==> config.mk <==
export PLATFORM = sky130hd
export DESIGN_NAME = uart_rx
export DESIGN_NICKNAME = d
export VERILOG_FILES = /design/src/rtl/uart_pkg.sv /design/src/rtl/uart_rx_sampler.sv /design/src/rtl/uart_rx.sv
export SDC_FILE = /design/constraint.sdc
export NUM_CORES = 1
export LEC_CHECK = 0
export ABC_AREA = 1
export BUFFER_PORTS_ARGS = -buffer_cell sky130_fd_sc_hd__clkbuf_2
export CAP_MARGIN = 20
export CORE_MARGIN = 2
export CORE_UTILIZATION = 25
export DETAILED_ROUTE_END_ITERATION = 10
export SYNTH_ARGS = -nofsm -noshare
export SYNTH_HDL_FRONTEND = slang
export SYNTH_SLANG_ARGS = --single-unit
==> constraint.sdc <==
create_clock -name clk -period 2.9 [get_ports clk]
set_input_delay 0.29 -clock clk [delete_from_list [all_inputs] [get_ports clk]]
set_output_delay 0.29 -clock clk [all_outputs]
set_load 0.1 [all_outputs]
==> src/rtl/uart_pkg.sv <==
// Shared types and constants for the UART receive path.
package uart_pkg;

    localparam int DATA_WIDTH = 8;

    localparam logic PAR_EVEN = 1'b0;
    localparam logic PAR_ODD  = 1'b1;

    typedef enum logic [2:0] {
        IDLE,
        START,
        DATA,
        PARITY,
        STOP
    } rx_state_t;

    // Value the parity bit must carry for the given data byte and parity mode.
    function automatic logic expected_parity(input logic [DATA_WIDTH-1:0] bits,
                                             input logic                  par_type);
        logic par;
        case (par_type)
            PAR_EVEN: par = ^bits;
            PAR_ODD:  par = ~(^bits);
            default:  par = ^bits;
        endcase
        return par;
    endfunction

endpackage

==> src/rtl/uart_rx_sampler.sv <==
// Per-bit edge counter with a three-tap majority vote around the bit centre.
module uart_rx_sampler #(
    parameter int PRESC_WIDTH = 8
) (
    input  logic                   clk,
    input  logic                   rst,
    input  logic                   data,
    input  logic                   start,
    input  logic                   run,
    input  logic [PRESC_WIDTH-1:0] prescale,
    output logic                   sampled_bit,
    output logic                   bit_done
);

    logic [PRESC_WIDTH-1:0] edge_cnt_reg;
    logic [PRESC_WIDTH-1:0] edge_cnt_next;
    logic [PRESC_WIDTH-1:0] half;
    logic [2:0]             tap_hit;
    logic [2:0]             samples_reg;
    logic [2:0]             votes;

    assign half = prescale >> 1;

    // Taps sit at half-1, half and half+1 within the bit.
    genvar gi;
    generate
        for (gi = 0; gi < 3; gi++) begin : g_tap
            assign tap_hit[gi] = run &&
                (edge_cnt_reg == half + PRESC_WIDTH'(gi) - PRESC_WIDTH'(1));
        end
    endgenerate

    assign bit_done = run && (edge_cnt_reg == prescale - PRESC_WIDTH'(1));

    // The detecting IDLE cycle is count 0 of the start bit, so START begins at 1.
    always_comb begin
        edge_cnt_next = '0;
        if (start) begin
            edge_cnt_next = PRESC_WIDTH'(1);
        end else if (run) begin
            edge_cnt_next = bit_done ? '0 : edge_cnt_reg + PRESC_WIDTH'(1);
        end
    end

    always_ff @(posedge clk or negedge rst) begin
        if (!rst) begin
            edge_cnt_reg <= '0;
            samples_reg  <= '0;
        end else begin
            edge_cnt_reg <= edge_cnt_next;
            for (int i = 0; i < 3; i++) begin
                if (tap_hit[i]) begin
                    samples_reg[i] <= data;
                end
            end
        end
    end

    // At the smallest prescale the last tap coincides with bit_done, so use the live line.
    assign votes       = {tap_hit[2] ? data : samples_reg[2], samples_reg[1:0]};
    assign sampled_bit = (votes[0] & votes[1]) | (votes[0] & votes[2]) | (votes[1] & votes[2]);

endmodule

==> src/rtl/uart_rx.sv <==
// UART receiver: start detect, 8 data bits LSB first, optional parity, one stop bit.
module uart_rx #(
    parameter int DATA_WIDTH  = 8,
    parameter int PRESC_WIDTH = 8
) (
    input  logic                   clk,
    input  logic                   rst,
    input  logic                   data,
    input  logic                   par_enable,
    input  logic                   par_type,
    input  logic [PRESC_WIDTH-1:0] prescale,
    output logic [DATA_WIDTH-1:0]  data_out,
    output logic                   data_valid
);

    import uart_pkg::*;

    localparam int BIT_CNT_W = $clog2(DATA_WIDTH);

    rx_state_t               state_reg;
    rx_state_t               state_next;
    logic                    par_en_reg;
    logic                    par_type_reg;
    logic [PRESC_WIDTH-1:0]  presc_reg;
    logic [BIT_CNT_W-1:0]    bit_cnt_reg;
    logic [DATA_WIDTH-1:0]   shift_reg;
    logic                    par_err_reg;
    logic [DATA_WIDTH-1:0]   data_out_reg;
    logic                    data_valid_reg;

    logic                    start_det;
    logic                    run;
    logic                    sampled_bit;
    logic                    bit_done;
    logic                    frame_ok;

    assign start_det = (state_reg == IDLE) && !data;
    assign run       = (state_reg != IDLE);

    uart_rx_sampler #(
        .PRESC_WIDTH (PRESC_WIDTH)
    ) u_sampler (
        .clk         (clk),
        .rst         (rst),
        .data        (data),
        .start       (start_det),
        .run         (run),
        .prescale    (presc_reg),
        .sampled_bit (sampled_bit),
        .bit_done    (bit_done)
    );

    always_comb begin
        state_next = state_reg;
        frame_ok   = 1'b0;
        case (state_reg)
            IDLE: begin
                if (!data) begin
                    state_next = START;
                end
            end
            START: begin
                // A start bit that votes high was a glitch.
                if (bit_done) begin
                    state_next = sampled_bit ? IDLE : DATA;
                end
            end
            DATA: begin
                if (bit_done && (bit_cnt_reg == BIT_CNT_W'(DATA_WIDTH - 1))) begin
                    state_next = par_en_reg ? PARITY : STOP;
                end
            end
            PARITY: begin
                if (bit_done) begin
                    state_next = STOP;
                end
            end
            STOP: begin
                if (bit_done) begin
                    state_next = IDLE;
                    frame_ok   = sampled_bit && !par_err_reg;
                end
            end
            default: begin
                state_next = IDLE;
            end
        endcase
    end

    always_ff @(posedge clk or negedge rst) begin
        if (!rst) begin
            state_reg      <= IDLE;
            par_en_reg     <= 1'b0;
            par_type_reg   <= 1'b0;
            presc_reg      <= '0;
            bit_cnt_reg    <= '0;
            shift_reg      <= '0;
            par_err_reg    <= 1'b0;
            data_out_reg   <= '0;
            data_valid_reg <= 1'b0;
        end else begin
            state_reg      <= state_next;
            data_valid_reg <= 1'b0;

            // Configuration is frozen for the whole frame.
            if (start_det) begin
                par_en_reg   <= par_enable;
                par_type_reg <= par_type;
                presc_reg    <= prescale;
                bit_cnt_reg  <= '0;
                par_err_reg  <= 1'b0;
            end

            if (bit_done) begin
                case (state_reg)
                    DATA: begin
                        shift_reg   <= {sampled_bit, shift_reg[DATA_WIDTH-1:1]};
                        bit_cnt_reg <= bit_cnt_reg + BIT_CNT_W'(1);
                    end
                    PARITY: begin
                        par_err_reg <= (sampled_bit != expected_parity(shift_reg, par_type_reg));
                    end
                    default: begin
                    end
                endcase
            end

            if (frame_ok) begin
                data_out_reg   <= shift_reg;
                data_valid_reg <= 1'b1;
            end
        end
    end

    assign data_out   = data_out_reg;
    assign data_valid = data_valid_reg;

endmodule

After elaboration in Yosys (flattened, before gate mapping)
Index checks and enable logic that the tools add are counted.
Widths: inputs -> output; s select.
{"block": "totals", "regBits": 45, "in_bits": 13, "output_inout_bits": 9, "elab_cells": 81}
{"block": "classes", "n_eq_ne": 15, "bitwise": 7, "add_sub_neg": 8, "muxes": 24, "reduce_logical": 14}
{"operator": "$eq 8x8->1", "count": 4}
{"operator": "$mux 3", "count": 9}
{"operator": "$mux 8", "count": 3}
{"operator": "$sub 8x1->8 const B", "count": 3}
{"operator": "$pmux 3 s5", "count": 1}
{"operator": "$ne 2x2->1 const B", "count": 5}
{"operator": "$mux 1", "count": 9}
{"operator": "$add 7x1->8 const B", "count": 1}
{"operator": "$add 7x2->8 const B", "count": 1}
{"operator": "$add 8x1->8 const B", "count": 1}
{"operator": "$reduce_xor 8->1", "count": 1}
{"operator": "$sub 7x1->8 const B", "count": 1}
{"operator": "$logic_and 1x1->1", "count": 7}
{"operator": "$eq 3x2->1 const B", "count": 2}
{"operator": "$eq 3x3->1 const B", "count": 2}
{"operator": "$reduce_and 5->1", "count": 1}
{"operator": "$add 3x1->3 const B", "count": 1}
{"operator": "$and 1x1->1", "count": 3}
{"operator": "$eq 3x1->1 const B", "count": 1}
{"operator": "$logic_not 3->1", "count": 1}
{"operator": "$reduce_bool 3->1", "count": 1}
{"operator": "$logic_not 1->1", "count": 2}
{"operator": "$mux 2", "count": 1}
{"operator": "$not 1->1", "count": 2}
{"operator": "4 further kinds", "count": 5}

Depth between registers and ports, before layout
Gate-level depths: netlist (run 1).
{"block": "depth", "ltp_word": 12, "depth_mapped": 17, "depth_no_buf": 16}

Cells and area by module
From an unflattened synthesis (run 1), not the netlist that was laid out.
{"block": "hier_totals", "cells_unflattened": 411, "hier_area_um2": 3014.1}
{"module": "uart_rx", "seq_area_each_um2": 850.8, "instances": 1, "cells_each": 192, "area_each_um2": 1622.8}
{"module": "uart_rx_sampler", "seq_area_each_um2": 275.3, "instances": 1, "cells_each": 219, "area_each_um2": 1391.3}

Worst setup path after synthesis (run 1)
Ideal clock, no wire load.
{"block": "synth_timing", "path_type": "register -> register", "startpoint": "reg presc_reg[1]", "endpoint": "reg data_out_reg[0] (netlist: data_out[0])", "path_buffers": 0, "path_stages_with_launch": 14, "period_less_slack_ns": 2.202, "arrival_time_ns": 2.080, "path_slack_ns": 0.698, "required_time_ns": 2.778, "path_cell_list": "dfrtp_1 > inv_1 > ha_1 > inv_1 > nor3_1 > nand2_1 > xor2_1 > nand2_1 > nor2_2 > nand3_4 > nor3_4 > nand2_4 > nand2_1 > nand2_1"}
{"block": "synth_between", "elab_chain_len": 11, "elab_cells_between_ends": 15, "cone_classes": "3 x add/sub; 2 x eq/ne; 3 x mux; 4 x bitwise; 3 x reduce/logical"}
{"element": "start, declared", "line": "uart_rx.sv:24", "text": "logic [PRESC_WIDTH-1:0] presc_reg;"}
{"element": "start signal, assigned", "line": "uart_rx.sv:109", "text": "presc_reg <= prescale;"}
{"element": "$add 7x2->8", "line": "uart_rx_sampler.sv:29", "text": "(edge_cnt_reg == half + PRESC_WIDTH'(gi) - PRESC_WIDTH'(1));"}
{"element": "$sub 8x1->8", "line": "uart_rx_sampler.sv:29"}
{"element": "$eq 8x8->1", "line": "uart_rx_sampler.sv:29"}
{"element": "$logic_and 1x1->1", "line": "uart_rx_sampler.sv:28", "text": "assign tap_hit[gi] = run &&"}
{"element": "$mux 1"}
{"element": "$and 1x1->1", "line": "uart_rx_sampler.sv:61", "text": "assign sampled_bit = (votes[0] & votes[1]) | (votes[0] & votes[2]) | (votes[1] & votes[2]);"}
{"element": "$or 1x1->1 (2 in a row)", "line": "uart_rx_sampler.sv:61"}
{"element": "$logic_and 1x1->1", "line": "uart_rx.sv:81", "text": "frame_ok = sampled_bit && !par_err_reg;"}
{"element": "$mux 1 (*)", "line": "uart_rx.sv:79", "text": "if (bit_done) begin"}
{"element": "$mux 1 (*)", "line": "uart_rx.sv:56", "text": "case (state_reg)"}
{"element": "end signal, assigned", "line": "uart_rx.sv:129", "text": "data_out_reg <= shift_reg;"}
{"element": "end, declared", "line": "uart_rx.sv:28", "text": "logic [DATA_WIDTH-1:0] data_out_reg;"}
Every way passes the cells marked *; elsewhere a longest branch is shown, timed or not.
A chain may end at the register's enable or synchronous reset.

Final worst setup path (run 1)
{"block": "layout_timing", "startpoint": "reg presc_reg[1]", "endpoint": "reg shift_reg[5]"}
{"block": "layout_between", "elab_chain_len": 4}
{"element": "$sub 8x1->8", "line": "uart_rx_sampler.sv:33", "text": "assign bit_done = run && (edge_cnt_reg == prescale - PRESC_WIDTH'(1));"}
{"element": "$eq 8x8->1", "line": "uart_rx_sampler.sv:33"}
{"element": "$logic_and 1x1->1", "line": "uart_rx_sampler.sv:33"}
{"element": "$reduce_and 2->1 (no line)"}
{"element": "end signal, assigned", "line": "uart_rx.sv:117", "text": "shift_reg <= {sampled_bit, shift_reg[DATA_WIDTH-1:1]};"}
{"element": "end, declared", "line": "uart_rx.sv:26", "text": "logic [DATA_WIDTH-1:0] shift_reg;"}
No other way between the ends.

==> impl_results.md, run 1 <==
* Outcome: complete, but fails checks
* Failing checks: negative hold slack
* Initial core utilization at 25.6%
* Avg Vias per Cell at 4.35
* Most common cell after layout, fill and taps aside: nand2_1
* DRT iter0 DRCs at 152
* Req. time, crit path at 3.09 ns
* Commonest non-fill, non-tap cells in the layout: nand2_1, inv_1, dfrtp_1
* Dpl hpwl at 4470 um
* Max_cap viols at 0
* CTS H-Tree Depth at 2
* CTS tree: yes
* Final Hold Vio Count at 24
* Detailed Route WL at 5770 um
* CTS Root Cell: clkbuf_8
* ANT nets after route at 0
* Pwr Total at 1060 uW
* Final clock skew at 0.00392 ns
* Worst Tran Pin Value at 0.645 ns
* CTS sink count at 45
* Slew margin rel. at 57.0%
* Hold Slack at -0.00879 ns
* Global placer's final weighted congestion at 0.861
* Post-cts sizing count at 0
* PortBufs at 21
* Cells after Synth at 374
* Ports at 22
* DRC violations left at 0
* WP data arrival at 2.65 ns
* Worst Hold Class: input pin to async pin
* Syn Nets at 393
* Global-route wire length before repair at 10,000 um
* Core Rows at 38
* Maximum vdd ir drop at 0.000146 V
* Crit share post-route at 84.8%
* Post-synthesis register bit count at 45
* Total GRT Usage at 10.7%
* Initial antenna violation count at 0
* Clk_lat worst skew at 0.31 ns
* Cell Pwr Density at 341 nW/um^2
* Minimum clock period after layout at 2.46 ns
* Final nets at 414
* Post-Syn Area at 2760 um^2
* Final setup fails at 0
* Crit-path max FO at 10
* Routed wire length per instance at 10.8 um
* Largest net degree at the start of global routing at 26
* Die area at 11,900 um^2
* Die Wd at 109 um
* Netlist cell types at 32
* Die height at 109 um
* # diodes at 0
* GRT overflow at 0
* Core Area at 10,800 um^2
* Via count at 2,327
* Post-CTS setup buffers at 0
* Detailed Routing Iterations Pass 1 at 4
* RSZ-0062 raised after global routing: no
* Pleak at 0.00165 uW
* Fmax at 407 MHz
* Worst-path clk slew at 0.09 ns
* Slew Viols, Final at 0
* TritonCTS buffer count at 5
* Vias in the first global route at 2,130
* Sequential fraction of the synthesis area at 40.8%
* Worst Setup End Kind: flip-flop
* Area growth from synthesis to layout at 12.5%
* Avg Inst Size Synth at 7.38 um^2
* Worst R2R Setup Slack at 0.44 ns
* Share of cells above drive strength 1 at 12.7%
* Fin Setup TNS at 0 ns
* Hold Buf Count CTS at 0
* CP Launch Type: flip-flop
* Crit Path Category: flip-flop to flip-flop
* Max Root-Sink Buffers at 2
* Yosys warning total at 0
* Fin util at 28.8%
-- through the flow --
stage | setup WS [ns] | instance area, um^2 | cells
detailed placement | 0.439 | 3020 | 528
CTS | 0.418 | 3110 | 535
global placement | 0.495 | 3020 | 528
global route | 0.0768 | 3110 | 535
finish | 0.442 | 3110 | 535
floorplan | 0.698 | 2760 | 374
-- logic make-up after synthesis --
logic type	after synthesis	synth area share, %
AND/OR/NAND/NOR	206	32.9
XOR/XNOR	24	7.61
buffers and inverters	59	8.56
flip-flops	45	40.8
multiplexers	4	1.63
AO/OA/AOI/OAI	30	5.80
adder cells (fa/ha/maj)	6	2.72
-- final timing paths --
kind / start / end / cells after the start
max in group asynchronous: rst / data_out[4] / 2
max: presc_reg[1] / shift_reg[5] / 12
min: rst / u_sampler.edge_cnt_reg[5] / 1
max reg2reg: presc_reg[1] / shift_reg[5] / 12
min in group clk: prescale[6] / presc_reg[6] / 2
min reg2reg: data_out[6] / data_out[6] / 2
-- final cells by class --
cell class                      instances  area, um^2
Sequential cell                        45        1130
Tap cell                              140         175
Inverter                               48         180
Timing Repair Buffer                   25         135
Fill cell                            1140        7690
Clock buffer                            6        82.6
Multi-Input combinational cell        270        1400
Clock inverter                          1        7.51
-- synthesized netlist by cell type, drive strengths merged --
cell | number | area share, %
nand2 | 109 | 15
inv | 48 | 6.5
dfrtp | 45 | 41
nor2 | 41 | 5.8
nand3 | 40 | 7.7
xor2 | 17 | 5.4
a21oi | 13 | 2.4
o21ai | 13 | 2.4
buf | 8 | 1.6
xnor2 | 7 | 2.2
ha | 6 | 2.7
mux2 | 4 | 1.6
or2 | 4 | 0.91
clkbuf | 3 | 0.41
nand4 | 3 | 0.68
nor3 | 3 | 0.95
nor4 | 3 | 0.68
a211oi | 1 | 0.27
a22o | 1 | 0.32
and2 | 1 | 0.23
nand3b | 1 | 0.27
nor3b | 1 | 0.45
o21bai | 1 | 0.27
o22ai | 1 | 0.23
-- power breakdown --
part,total (uW),leakage [uW],switching (uW),internal (uW)
Clock,411,0.0000433,222,189
Sequential,627,0.000530,0,627
Combinational,22.4,0.00108,15.7,6.68
Total,1060,0.00165,238,822
-- critical path, stage by stage, from the launching register on --
cell and delay (ns):
dfrtp_1 0.42, inv_1 0.15, ha_1 0.21, inv_1 0.07, nor3_1 0.22, nand2_1 0.11
xor2_1 0.14, nand2_1 0.07, nor2_2 0.19, nand3_1 0.33, buf_4 0.28, nand2_1 0.06
o21ai_0 0.08
-- routing by layer --
metal  wire [um]  GRT usage (%)
met5           0              0
met4         141           5.13
met3         124           1.67
met2        2590           16.8
met1        2920           14.2
(Power assumes the default switching activity.)
==> inputs of run 2 (changes only) <==
clock period = 1.95 ns   (was 2.9 ns; I/O delays follow)
==> impl_results.md, run 2 (synthesis results as in run 1) <==
* Outcome: complete, but fails checks
* Failing checks: negative setup slack
* Net Switching at 375 uW
* Max incr delay on CP at 0.42 ns
* Die height at 109 um
* Finished Layout Cells at 587
* Ports at 22
* RSZ-0062 raised after global routing: yes
* Net Sw Frac at 22.0%
* Crit share post-route at 105%
* CP Launch Type: flip-flop
* Total GRT Usage at 11.9%
* Final Hold Vio Count at 0
* Worst path cell trace: inv_2 -> ha_4 -> inv_6 -> nor3_4 -> nand2_1 -> xor2_1 -> nand2_1 -> nor2_4 -> nand3_4 -> nor3_4 -> buf_6 -> nand3_1 -> nand2_1
* Dpl hpwl at 4950 um
* Pleak at 0.00197 uW
* Share of cells above drive strength 1 at 30.6%
* Fin util at 34.5%
* CP top delay family: simple AND/OR/NAND/NOR gates
* Placed inst area at 3320 um^2
* CTS sink count at 45
* Share of power burned in registers at 54.7%
* Via count at 2,511
* Worst Tran Pin Value at 0.575 ns
* Req. time, crit path at 2.20 ns
* Final WS setup at -0.101 ns
* Final setup fails at 12
* Commonest non-fill, non-tap cells in the layout: nand2_1, buf_4, dfrtp_1
* Fmax at 488 MHz
* Die Wd at 109 um
* Vias in the first global route at 2,404
* Max_cap viols at 0
* Minimum clock period after layout at 2.05 ns
* Max Root-Sink Buffers at 2
* Initial core utilization at 25.6%
* CP most frequent cell: nand2_1
* Worst R2R Setup Slack at -0.10 ns
* Crit-path max FO at 8
* Area growth from synthesis to layout at 34.7%
* CTS H-Tree Depth at 2
* Detailed Route WL at 6780 um
* Final nets at 465
* Final clock skew at 0.00429 ns
* CTS tree: yes
* Detailed Routing Iterations Pass 1 at 4
* WP buf/inv at 3
* Core Area at 10,800 um^2
* TritonCTS buffer count at 5
* DRC violations left at 0
* Internal power at 1330 uW
* Slew margin rel. at 61.7%
* Clock share of power at 43.3%
* Avg Vias per Cell at 4.28
* Worst-path clk slew at 0.09 ns
* Worst Setup End Kind: flip-flop
* Routed wire length per instance at 11.5 um
* Slowest CP cell: dfrtp_1
* Core Rows at 38
* GRT overflow at 0
* Cell Pwr Density at 458 nW/um^2
* Maximum vdd ir drop at 0.000221 V
* Crit Path Category: flip-flop to flip-flop
* Clk_lat worst skew at 0.31 ns
* Most common cell after layout, fill and taps aside: nand2_1
* WP data arrival at 2.31 ns
* # diodes at 0
* Global placer's final weighted congestion at 0.860
* Global-route wire length before repair at 11,000 um
* DRT iter0 DRCs at 126
* ANT nets after route at 0
* Slew Viols, Final at 0
* Largest net degree at the start of global routing at 46
* PortBufs at 21
* CTS Root Cell: clkbuf_8
* Cell area after layout at 3720 um^2
* Cell count after placement at 564
* Comb pwr share at 2.0%
* Worst Hold Class: input pin to flip-flop
* Die area at 11,900 um^2
* Initial antenna violation count at 0
## run 2: per-layer routing
layer	GRT usage (%)	wire length (um)	vias up
li1	-	-	1316
met4	5.22	139	0
met2	19.0	3250	33
met3	1.79	127	11
met1	15.8	3260	1151
met5	0	0	-
## run 2: power by group through the flow
stage | registers (uW) | logic [uW] | clock network (uW)
after floorplan | 951 | 1.23 | 0
after global placement | 951 | 34.4 | 0
after detailed placement | 951 | 34.6 | 0
after CTS | 932 | 36.3 | 762
after global routing | 932 | 40.1 | 798
final | 932 | 34.2 | 738
## run 2: area by class of cell
| class | count | area, um^2 |
|---|---|---|
| repair buffers | 76 | 552 |
| clock buffers | 6 | 72.6 |
| inverters | 48 | 185 |
| clock inverters | 2 | 38.8 |
| well taps | 140 | 175 |
| multi-input cells | 270 | 1570 |
| flip-flops and latches | 45 | 1130 |
| fillers | 1116 | 7070 |
## run 2: path summary, 6_finish.rpt
| path | from | depth (start not counted) | endpoint |
|---|---|---|---|
| min in group asynchronous | rst | 3 | u_sampler.edge_cnt_reg[2] |
| max | presc_reg[1] | 13 | data_out[2] |
| min reg2reg | data_out[5] | 2 | data_out[5] |
| max reg2reg | presc_reg[1] | 13 | data_out[2] |
| min | prescale[6] | 2 | presc_reg[6] |
| max in group asynchronous | rst | 3 | presc_reg[3] |
## run 2: stage by stage
step	TNS [ns]	total power [uW]	setup slack [ns]	hold WS (ns)
floorplan	-1.29	952	-0.157	-0.101
CTS	-0.645	1730	-0.0814	0.105
detailed placement	-3.06	985	-0.182	0.323
finish	-0.523	1700	-0.101	0.112
global route	-3.72	1770	-0.238	0.107
global placement	-2.39	985	-0.142	0.314
## run 2: what timing repair did
item	in CTS	in global routing
setup endpoints to repair	24	33
resized for setup	21	32
hold endpoints to repair	45	0
setup buffers	4	10
pin swaps	11	19
hold buffers	1	0
